--- src/rtl/queue_param_fifo_pkg.sv ---
// ---------------------------------------------------------------------------
// queue_pkg
//   Shared definitions for the parametrised FIFO queue: default geometry,
//   a constant-evaluable ceil(log2) helper and the pointer advance with
//   wrap used for queues whose depth is not a power of two.
// ---------------------------------------------------------------------------
package queue_pkg;

  localparam int DEFAULT_WIDTH = 4;
  localparam int DEFAULT_DEPTH = 8;

  // Number of bits needed to encode values 0..value-1 (0 for value <= 1).
  function automatic int clog2(input int value);
    int result;
    int remain;
    result = 0;
    remain = value - 1;
    while (remain > 0) begin
      result = result + 1;
      remain = remain >> 1;
    end
    return result;
  endfunction

  // Pointers wrap explicitly at depth-1 so any depth >= 2 works.
  function automatic int next_ptr(input int ptr, input int depth);
    return (ptr == depth - 1) ? 0 : ptr + 1;
  endfunction

endpackage

--- src/rtl/queue_param_fifo_if.sv ---
// ---------------------------------------------------------------------------
// queue_param_fifo_if
//   Producer/consumer side of the FIFO queue.
//   master : flush, push, pop, Din driven by the user of the queue
//   slave  : the queue itself; drives Dout, Dout_vld, count, status flags
//            and the overflow/underflow pulses
// ---------------------------------------------------------------------------
interface queue_param_fifo_if
  import queue_pkg::*;
#(
  parameter int WIDTH = DEFAULT_WIDTH,
  parameter int DEPTH = DEFAULT_DEPTH
) ();

  localparam int CW = clog2(DEPTH + 1);

  logic             flush;
  logic             push;
  logic             pop;
  logic [WIDTH-1:0] Din;
  logic [WIDTH-1:0] Dout;
  logic             Dout_vld;
  logic [CW-1:0]    count;
  logic             isFull;
  logic             isEmpty;
  logic             isAlmostFull;
  logic             isAlmostEmpty;
  logic             overflow;
  logic             underflow;

  modport master (
    output flush, push, pop, Din,
    input  Dout, Dout_vld, count, isFull, isEmpty,
           isAlmostFull, isAlmostEmpty, overflow, underflow
  );

  modport slave (
    input  flush, push, pop, Din,
    output Dout, Dout_vld, count, isFull, isEmpty,
           isAlmostFull, isAlmostEmpty, overflow, underflow
  );

endinterface

--- src/rtl/queue_param_fifo_ram.sv ---
// ---------------------------------------------------------------------------
// queue_ram
//   Simple dual-port storage, WIDTH x DEPTH, no reset.
//   clk     : clock
//   wr_en   : write strobe, wr_data stored at wr_addr on the rising edge
//   wr_addr : write address
//   wr_data : write data
//   rd_en   : read strobe, rd_data loaded from rd_addr on the rising edge
//   rd_addr : read address
//   rd_data : registered read data, holds while rd_en is low
// ---------------------------------------------------------------------------
module queue_ram #(
  parameter int WIDTH = 4,
  parameter int DEPTH = 8,
  parameter int AW    = 3
) (
  input  logic             clk,
  input  logic             wr_en,
  input  logic [AW-1:0]    wr_addr,
  input  logic [WIDTH-1:0] wr_data,
  input  logic             rd_en,
  input  logic [AW-1:0]    rd_addr,
  output logic [WIDTH-1:0] rd_data
);

  logic [WIDTH-1:0] mem [DEPTH];

  // Write port.
  always_ff @(posedge clk) begin
    if (wr_en) mem[wr_addr] <= wr_data;
  end

  // Read port; a same-edge write to rd_addr returns the old contents.
  always_ff @(posedge clk) begin
    if (rd_en) rd_data <= mem[rd_addr];
  end

endmodule

--- src/rtl/queue_param_fifo.sv ---
// ---------------------------------------------------------------------------
// queue_param_fifo
//   Parametrised single-clock FIFO queue with independent push/pop strobes,
//   occupancy count, almost-full/almost-empty thresholds, overflow/underflow
//   pulses and synchronous flush.
//   clk : clock, rising edge
//   rst : synchronous active-high reset
//   bus : queue_param_fifo_if.slave (flush/push/pop/Din in; Dout, Dout_vld,
//         count, isFull, isEmpty, isAlmostFull, isAlmostEmpty, overflow,
//         underflow out)
// ---------------------------------------------------------------------------
module queue_param_fifo
  import queue_pkg::*;
#(
  parameter int WIDTH    = DEFAULT_WIDTH,
  parameter int DEPTH    = DEFAULT_DEPTH,
  parameter int AF_LEVEL = 6,
  parameter int AE_LEVEL = 2
) (
  input logic                clk,
  input logic                rst,
  queue_param_fifo_if.slave  bus
);

  localparam int PW = clog2(DEPTH);
  localparam int CW = clog2(DEPTH + 1);

  logic [PW-1:0]    wr_ptr;
  logic [PW-1:0]    rd_ptr;
  logic [CW-1:0]    count;
  logic             dout_vld;
  logic             overflow;
  logic             underflow;
  logic             dout_loaded;
  logic [WIDTH-1:0] rd_data;
  logic             active;
  logic             pop_ok;
  logic             push_ok;

  // Reset and flush both suppress any push/pop in that cycle. A full queue
  // still accepts a push when a pop frees a slot on the same edge.
  always_comb begin
    active  = !rst && !bus.flush;
    pop_ok  = active && bus.pop && (count != '0);
    push_ok = active && bus.push && ((count != CW'(DEPTH)) || pop_ok);
  end

  queue_ram #(
    .WIDTH (WIDTH),
    .DEPTH (DEPTH),
    .AW    (PW)
  ) u_ram (
    .clk     (clk),
    .wr_en   (push_ok),
    .wr_addr (wr_ptr),
    .wr_data (bus.Din),
    .rd_en   (pop_ok),
    .rd_addr (rd_ptr),
    .rd_data (rd_data)
  );

  // Pointers, occupancy, output-valid and the error pulses. dout_loaded
  // marks that the RAM output register has captured real data; until then
  // Dout reads as zero, which gives a reset value without resetting the RAM.
  always_ff @(posedge clk) begin
    if (rst) begin
      wr_ptr      <= '0;
      rd_ptr      <= '0;
      count       <= '0;
      dout_vld    <= 1'b0;
      overflow    <= 1'b0;
      underflow   <= 1'b0;
      dout_loaded <= 1'b0;
    end else if (bus.flush) begin
      wr_ptr    <= '0;
      rd_ptr    <= '0;
      count     <= '0;
      dout_vld  <= 1'b0;
      overflow  <= 1'b0;
      underflow <= 1'b0;
    end else begin
      if (push_ok) wr_ptr <= PW'(next_ptr(int'(wr_ptr), DEPTH));
      if (pop_ok) begin
        rd_ptr      <= PW'(next_ptr(int'(rd_ptr), DEPTH));
        dout_loaded <= 1'b1;
      end
      case ({push_ok, pop_ok})
        2'b10:   count <= count + 1'b1;
        2'b01:   count <= count - 1'b1;
        default: count <= count;
      endcase
      dout_vld  <= pop_ok;
      overflow  <= bus.push && !push_ok;
      underflow <= bus.pop && !pop_ok;
    end
  end

  assign bus.Dout          = dout_loaded ? rd_data : '0;
  assign bus.Dout_vld      = dout_vld;
  assign bus.count         = count;
  assign bus.isFull        = (count == CW'(DEPTH));
  assign bus.isEmpty       = (count == '0);
  assign bus.isAlmostFull  = (count >= CW'(AF_LEVEL));
  assign bus.isAlmostEmpty = (count <= CW'(AE_LEVEL));
  assign bus.overflow      = overflow;
  assign bus.underflow     = underflow;

endmodule

--- src/flat_wrapper.sv ---
// flat-port wrapper written by rule: the top's interface ports become plain ports
module queue_param_fifo_flat import queue_pkg::*;
#(
  parameter int WIDTH    = DEFAULT_WIDTH,
  parameter int DEPTH    = DEFAULT_DEPTH,
  parameter int AF_LEVEL = 6,
  parameter int AE_LEVEL = 2
)
  (clk, rst, bus_flush, bus_push, bus_pop, bus_Din, bus_Dout, bus_Dout_vld, bus_count, bus_isFull, bus_isEmpty, bus_isAlmostFull, bus_isAlmostEmpty, bus_overflow, bus_underflow);
  queue_param_fifo_if #(.WIDTH(WIDTH), .DEPTH(DEPTH)) bus_i ();
  input logic clk;
  input logic rst;
  input wire logic [$bits(bus_i.flush)-1:0] bus_flush;
  input wire logic [$bits(bus_i.push)-1:0] bus_push;
  input wire logic [$bits(bus_i.pop)-1:0] bus_pop;
  input wire logic [$bits(bus_i.Din)-1:0] bus_Din;
  output wire logic [$bits(bus_i.Dout)-1:0] bus_Dout;
  output wire logic [$bits(bus_i.Dout_vld)-1:0] bus_Dout_vld;
  output wire logic [$bits(bus_i.count)-1:0] bus_count;
  output wire logic [$bits(bus_i.isFull)-1:0] bus_isFull;
  output wire logic [$bits(bus_i.isEmpty)-1:0] bus_isEmpty;
  output wire logic [$bits(bus_i.isAlmostFull)-1:0] bus_isAlmostFull;
  output wire logic [$bits(bus_i.isAlmostEmpty)-1:0] bus_isAlmostEmpty;
  output wire logic [$bits(bus_i.overflow)-1:0] bus_overflow;
  output wire logic [$bits(bus_i.underflow)-1:0] bus_underflow;
  assign bus_i.flush = bus_flush;
  assign bus_i.push = bus_push;
  assign bus_i.pop = bus_pop;
  assign bus_i.Din = bus_Din;
  assign bus_Dout = bus_i.Dout;
  assign bus_Dout_vld = bus_i.Dout_vld;
  assign bus_count = bus_i.count;
  assign bus_isFull = bus_i.isFull;
  assign bus_isEmpty = bus_i.isEmpty;
  assign bus_isAlmostFull = bus_i.isAlmostFull;
  assign bus_isAlmostEmpty = bus_i.isAlmostEmpty;
  assign bus_overflow = bus_i.overflow;
  assign bus_underflow = bus_i.underflow;
  queue_param_fifo #(.WIDTH(WIDTH), .DEPTH(DEPTH), .AF_LEVEL(AF_LEVEL), .AE_LEVEL(AE_LEVEL)) u_core (.clk(clk), .rst(rst), .bus(bus_i));
endmodule
--- config.mk ---
export PLATFORM = sky130hd
export DESIGN_NAME = queue_param_fifo_flat
export DESIGN_NICKNAME = d
export VERILOG_FILES = /design/src/rtl/queue_param_fifo_pkg.sv /design/src/rtl/queue_param_fifo_if.sv /design/src/rtl/queue_param_fifo_ram.sv /design/src/rtl/queue_param_fifo.sv /design/src/flat_wrapper.sv
export SDC_FILE = /design/constraint.sdc
export NUM_CORES = 1
export LEC_CHECK = 0
export CAP_MARGIN = 40
export CORE_MARGIN = 2
export CORE_UTILIZATION = 50
export CTS_CLUSTER_DIAMETER = 100
export DETAILED_ROUTE_END_ITERATION = 12
export PLACE_DENSITY = 0.75
export SLEW_MARGIN = 15
export SYNTH_ARGS = -nofsm -noshare
export SYNTH_HDL_FRONTEND = slang
export SYNTH_SLANG_ARGS = --single-unit
--- constraint.sdc ---
create_clock -name clk -period 3.6 [get_ports clk]
set_input_delay 0.36 -clock clk [delete_from_list [all_inputs] [get_ports clk]]
set_output_delay 0.36 -clock clk [all_outputs]
set_load 0.02 [all_outputs]
---- Word-level counts from Yosys, hierarchy flattened ----
Memories as Yosys holds them, arrays and structs flattened. A register that Yosys moved wholly into a read port is not among the register bits.
Cells that the tools add are included.
word-level totals
  register bits after elaboration ......... 14
  RAM bits ................................ 32
  input port bits ......................... 9
  output and inout bits ................... 15
  word-level logic and storage cells ...... 44
  memories kept ........................... 1
operators by class
  add/sub/neg operators ................... 4
  $lt $le $gt $ge ......................... 2
  equal/unequal tests ..................... 6
  mux-type cells .......................... 6
  bitwise operators ....................... 1
  reduce and logical (&&, ||, !) cells .... 17
memories
  memory            depth  bits a word  read ports  clocked after memory_dff  write ports  RTL line                    source
  u_core.u_ram.mem  8      4            1           1                         1            queue_param_fifo_ram.sv:26  logic [WIDTH-1:0] mem [DEPTH];
operator list
  cell                                                            number
  one-hot mux 4 bit (2 select lines)                              1
  logical AND 1 bit                                               7
  adder 3 x 1 -> 3 bit, second input constant                     2
  equality test 3 x 1 -> 1 bit, second input constant             2
  two-way mux 3 bit                                               2
  adder 4 x 1 -> 4 bit, second input constant                     1
  equality test 4 bit, second input constant                      1
  >= comparator 4 x 3 -> 1 bit, second input constant             1
  less-or-equal comparator 4 x 2 -> 1 bit, second input constant  1
  zero test 1 bit                                                 4
  zero test 4 bit                                                 1
  two-way mux 4 bit                                               1
  inequality test 4 bit, second input constant                    1
  nonzero test 4 bit                                              1
  subtractor 4 x 1 -> 4 bit, second input constant                1
  equality test 2 x 1 -> 1 bit, second input constant             1
  equality test 2 bit, second input constant                      1
  two-way mux 1 bit                                               2
  AND reduction 2 bit                                             1
  nonzero test 2 bit                                              1
  OR reduction 2 bit                                              1
  logical OR 1 bit                                                1
  NOT 1 bit                                                       1

---- Logic depth before layout (Yosys ltp) ----
  word-level depth ........................ 8
  gate-level depth with buffers ........... 12
  mapped depth without buffers ............ 10

---- By module ----
A second synthesis with hierarchy kept.
unflattened totals
  cell total of the unflattened synthesis .. 156
  area total of the unflattened synthesis .. 2,254.7 um^2
by module, submodules not included
  module            instances  cells an instance  area each (um^2)  seq. area each (um^2)
  queue_ram         1          63                 1,410.1           1,081.0
  queue_param_fifo  1          93                 844.6             280.3

---- Worst setup path before layout ----
No wires, ideal clock.
  kind .................................... register to register
  start ................................... register u_core.count[0] (netlist: u_core.bus.count[0])
  end ..................................... register u_core.count[2] (netlist: u_core.bus.count[2])
  setup time .............................. 0.071 ns
  arrival time ............................ 2.655 ns
  required time ........................... 3.529 ns
  path slack .............................. 0.875 ns
  cell stages (with the launch flop) ...... 13
  buffers on the path ..................... 2
  period minus slack after synthesis ...... 2.725 ns
  path through ............................ dfxtp_1 > buf_2 > or4b_4 > o21ai_4 > or2_1 > buf_6 > ha_1 > xor2_1 > ha_1 > a21oi_1 > xor2_1 > or3_1 > a21oi_1
on the way
  longest elaborated chain between the ends .. 6
  elaborated cells on any way between the ends .. 11
  classes of those cells .................. add/sub (2); eq/ne (3); mux (1); reduce/logical (5)
ends and longest elaborated chain
  what                                                                      RTL line                source
  start: declaration                                                        queue_param_fifo.sv:30  logic [CW-1:0] count;
  start signal: assignment                                                  queue_param_fifo.sv:88  2'b10: count <= count + 1'b1;
  start signal: assignment                                                  queue_param_fifo.sv:89  2'b01: count <= count - 1'b1;
  start signal: assignment                                                  queue_param_fifo.sv:90  default: count <= count;
  nonzero test 4 bit                                                        queue_param_fifo.sv:44  pop_ok = active && bus.pop && (count != '0);
  logical AND 1 bit                                                         queue_param_fifo.sv:44
  logical OR 1 bit                                                          queue_param_fifo.sv:45  push_ok = active && bus.push && ((count != CW'(DEPTH)) || pop_ok);
  logical AND 1 bit                                                         queue_param_fifo.sv:45
  equality test 2 x 1 -> 1 bit or equality test 2 bit (tied branches)       queue_param_fifo.sv:87  case ({push_ok, pop_ok})
  one-hot mux 4 bit (2 select lines) or nonzero test 2 bit (tied branches)  -
Several ways; a longest one is shown, not always the timed one.
A chain may end at the register's enable or synchronous reset.

---- Worst setup path in the final report ----
  start ................................... register u_core.count[2] (netlist: u_core.bus.count[2])
  end ..................................... register u_core.count[2] (netlist: u_core.bus.count[2])
Same word-level chain as after synthesis.

==> impl_results.md <==
- Status: completed
- Yosys warnings: 0
- Setup TNS: 0 ns
- Endpoint class of the critical path: flip-flop
- Clock sink count: 50
- Switching Share: 20.72%
- Yosys top cell by area: edfxtp_1
- Total track usage: between 10% and 20%
- WP data arrival: approximately 3.2 ns
- Global-route wire length before repair: approximately 5900 um
- Antenna violations before repair: 0
- Crit Path Category: flip-flop to flip-flop
- Pwr dens: 390.7 mW/mm^2
- Overall Power: about 980 uW
- Die height: 69.68 um
- Unrepaired setup endpoints after global routing: no
- Initial Util: roughly 53%
- Syn nets: ~160
- TritonCTS buffer count: 5
- Syn avg cell area: about 15 sq um
- Setup ws final: 0.6352 ns
- Final max-slew violation count: 0
- Post-CTS sizing: 0
- Worst Tran Pin Value: between 0.6 and 0.7 ns
- Total wire length: 3703 um
- Top FF cell, synth: edfxtp_1
- Row cnt: 23
- Final Setup Violations: 0
- Switch Pwr: 202.4 uW
- Routed Antenna Nets: 0
- DR vias: about 1200
- Routed WL per cell: around 17 um
- Synth Instances: 147
- Mapped Area: 0.002157 sq mm
- F_max: approximately 340 MHz
- Die width: between 60 and 70 um
- Clk pwr share: between 30 and 40%
- Placed Instances: about 210
- Startpoint Class: flip-flop
- Yosys cell types: 34
- Number of synthesized register bits: 50
- Slew headroom: between 50% and 60%
- Number of diodes: 0
- Crit-path max FO: 10
- Tmin final: 2.965 ns
- DR DRC count: 0
- Non-filler cells, final: approximately 220
- Sequential-to-total area share from yosys stat: between 60% and 70%
- Total gr overflow: 0
- Async set-or-reset flop fraction in the synthesized netlist: 0%
- CTS Buffer Depth: 2
- DRT iter0 DRCs: 56
- Port Buf Inserts: 23
- Part of the cycle the worst path needs: 82.36%
- Root buf cell: clkbuf_8
- H-Tree Depth: 2
- Max IR drop VDD: approximately 250 uV
- Comb power frac: under 10%
- Fin. Hold Viols: 0
- Clock skew: between 0.002 and 0.0025 ns
- HPWL after DPL: around 2800 um
- CTS tree: done
- Maxcap violations: 0
- Leakage power: roughly 0.86 nW
- Largest net degree at the start of global routing: 17
- Post CTS Setup Buffer Count: 0
- Area grow syn2layout: 15.89%
- Vias in the first global route: 1234
- Cts hold-fix bufs: 0
- Pre-antenna DRT Iters: 4
- Internal power: approximately 770 uW
- Hold slack: 0.5394 ns
- Top cells by area, synth: edfxtp_1 50%, dfxtp_1 13%, mux4_2 8.4%
- Post-synth EDFFs: 36
- Synth top area share: between 50 and 60%
- Min-Delay Path Class: flip-flop to flip-flop
- Core area: roughly 0.0041 sq mm
- Boundary Pins: 24
- Fraction of layout cells with a size suffix above 1: between 10% and 20%
- Placement Setup Slack: approximately 0.50 ns
- DIE AREA: about 0.0049 sq mm
- Final #Nets: 187
- Vias/cell: ~5.5
- FILL cells: ~320
- Share of power burned in registers: ~64%
- Gpl congestion: between 0.7 and 0.8
- Clock transition at the registers of the reported paths: roughly 0.09 ns
- Leading cell types by count after synthesis: 36 x edfxtp_1, 16 x nor2_1, 14 x dfxtp_1
- Worst skew pair latency: 0.29 ns
- Most common cell in the synthesized netlist: edfxtp_1
- Req. time, crit path: 3.83 ns
[cells by family (layout without fill, tap and decap cells)]
family / after synthesis / count (layout) / share of synthesized area (%)
DFF: 50 / 50 / 63.11
xor gates and xnor gates: 3 / 3 / 1.218
muxes: 16 / 16 / 12.30
buffers and inverters: 8 / 33 / 2.262
AOI/OAI and AO/OA: 14 / 14 / 5.337
and+or+nand+nor: 49 / 49 / 11.72
adders and majority gates: 7 / 7 / 4.060
[power groups by stage]
stage	sequential, mW	clock, mW	combinational (mW)
global route	0.623	0.341	0.0439
CTS	0.622	0.322	0.0398
global placement	0.635	0	0.0374
floorplan	0.635	0	0.0191
detailed placement	0.636	0	0.0395
finish	0.622	0.315	0.0400
[area by class of cell]
class | instances | area, sq um | area share, %
clock buffer | 5 | 68.82 | 2.753
clock inverter | 3 | 21.27 | 0.8509
inverter | 1 | 3.754 | 0.1502
multi-input combinational | 89 | 747.0 | 29.88
sequential | 50 | 1361 | 54.45
tap | 50 | 62.56 | 2.503
timing repair buffer | 24 | 235.2 | 9.409
[metrics by stage]
step | instance area [sq um] | util [%]
global route | 2500 | 61.18
CTS | 2495 | 61.05
global placement | 2405 | 58.85
floorplan | 2157 | -
finish | 2500 | 61.18
detailed placement | 2405 | 58.85
[final timing paths]
| check | from | cells after the start | to | slack, ns |
|---|---|---|---|---|
| worst min-delay path | u_core.wr_ptr[1] | 2 | u_core.wr_ptr[1] | 0.54 |
| worst min register to register | u_core.wr_ptr[1] | 2 | u_core.wr_ptr[1] | 0.54 |
| worst max register to register | u_core.bus.count[2] | 10 | u_core.bus.count[2] | 0.64 |
| worst max-delay path | u_core.bus.count[2] | 10 | u_core.bus.count[2] | 0.64 |
[registers in the layout, indices dropped and copies added, names as in the netlist]
name / count
u_core.bus.Dout_vld: 1
u_core.u_ram.rd_data: 4
u_core.bus.overflow: 1
u_core.rd_ptr: 3
u_core.bus.count: 4
u_core.dout_loaded: 1
u_core.u_ram.mem: 32
u_core.bus.underflow: 1
u_core.wr_ptr: 3
[critical path, cell delays in order, from the launching register on]
cell and delay [ns]:
dfxtp_1 0.44, or4b_4 0.63, o21ai_4 0.21, or2_1 0.26, ha_1 0.28, xor2_1 0.10
ha_1 0.20, a21oi_1 0.19, xor2_1 0.10, or3_1 0.33, a21oi_1 0.16
[cells in the final DEF, fill, tap and decap left out, types with 2 or more instances in the layout]
master / count
edfxtp_1: 36
clkdlybuf4s50_1: 23
nor2_1: 16
dfxtp_1: 14
mux4_2: 8
nand2_1: 7
ha_1: 7
nor3_1: 6
a21oi_1: 5
clkbuf_8: 5
and2_1: 4
mux2_2: 4
mux2i_1: 4
xor2_1: 3
or3_1: 3
o21ai_0: 3
nor4_1: 2
nand2b_1: 2
nand3_1: 2
clkinv_4: 2
[layer usage]
metal	routed length [um]	global-route usage [%]	part of all wire (%)
met1	1601	19.49	43
met2	1938	27.78	52
met3	102	3.924	2.8
met4	60	6.410	1.6
met5	0	0	0
Power figures use the tool's default switching activity.
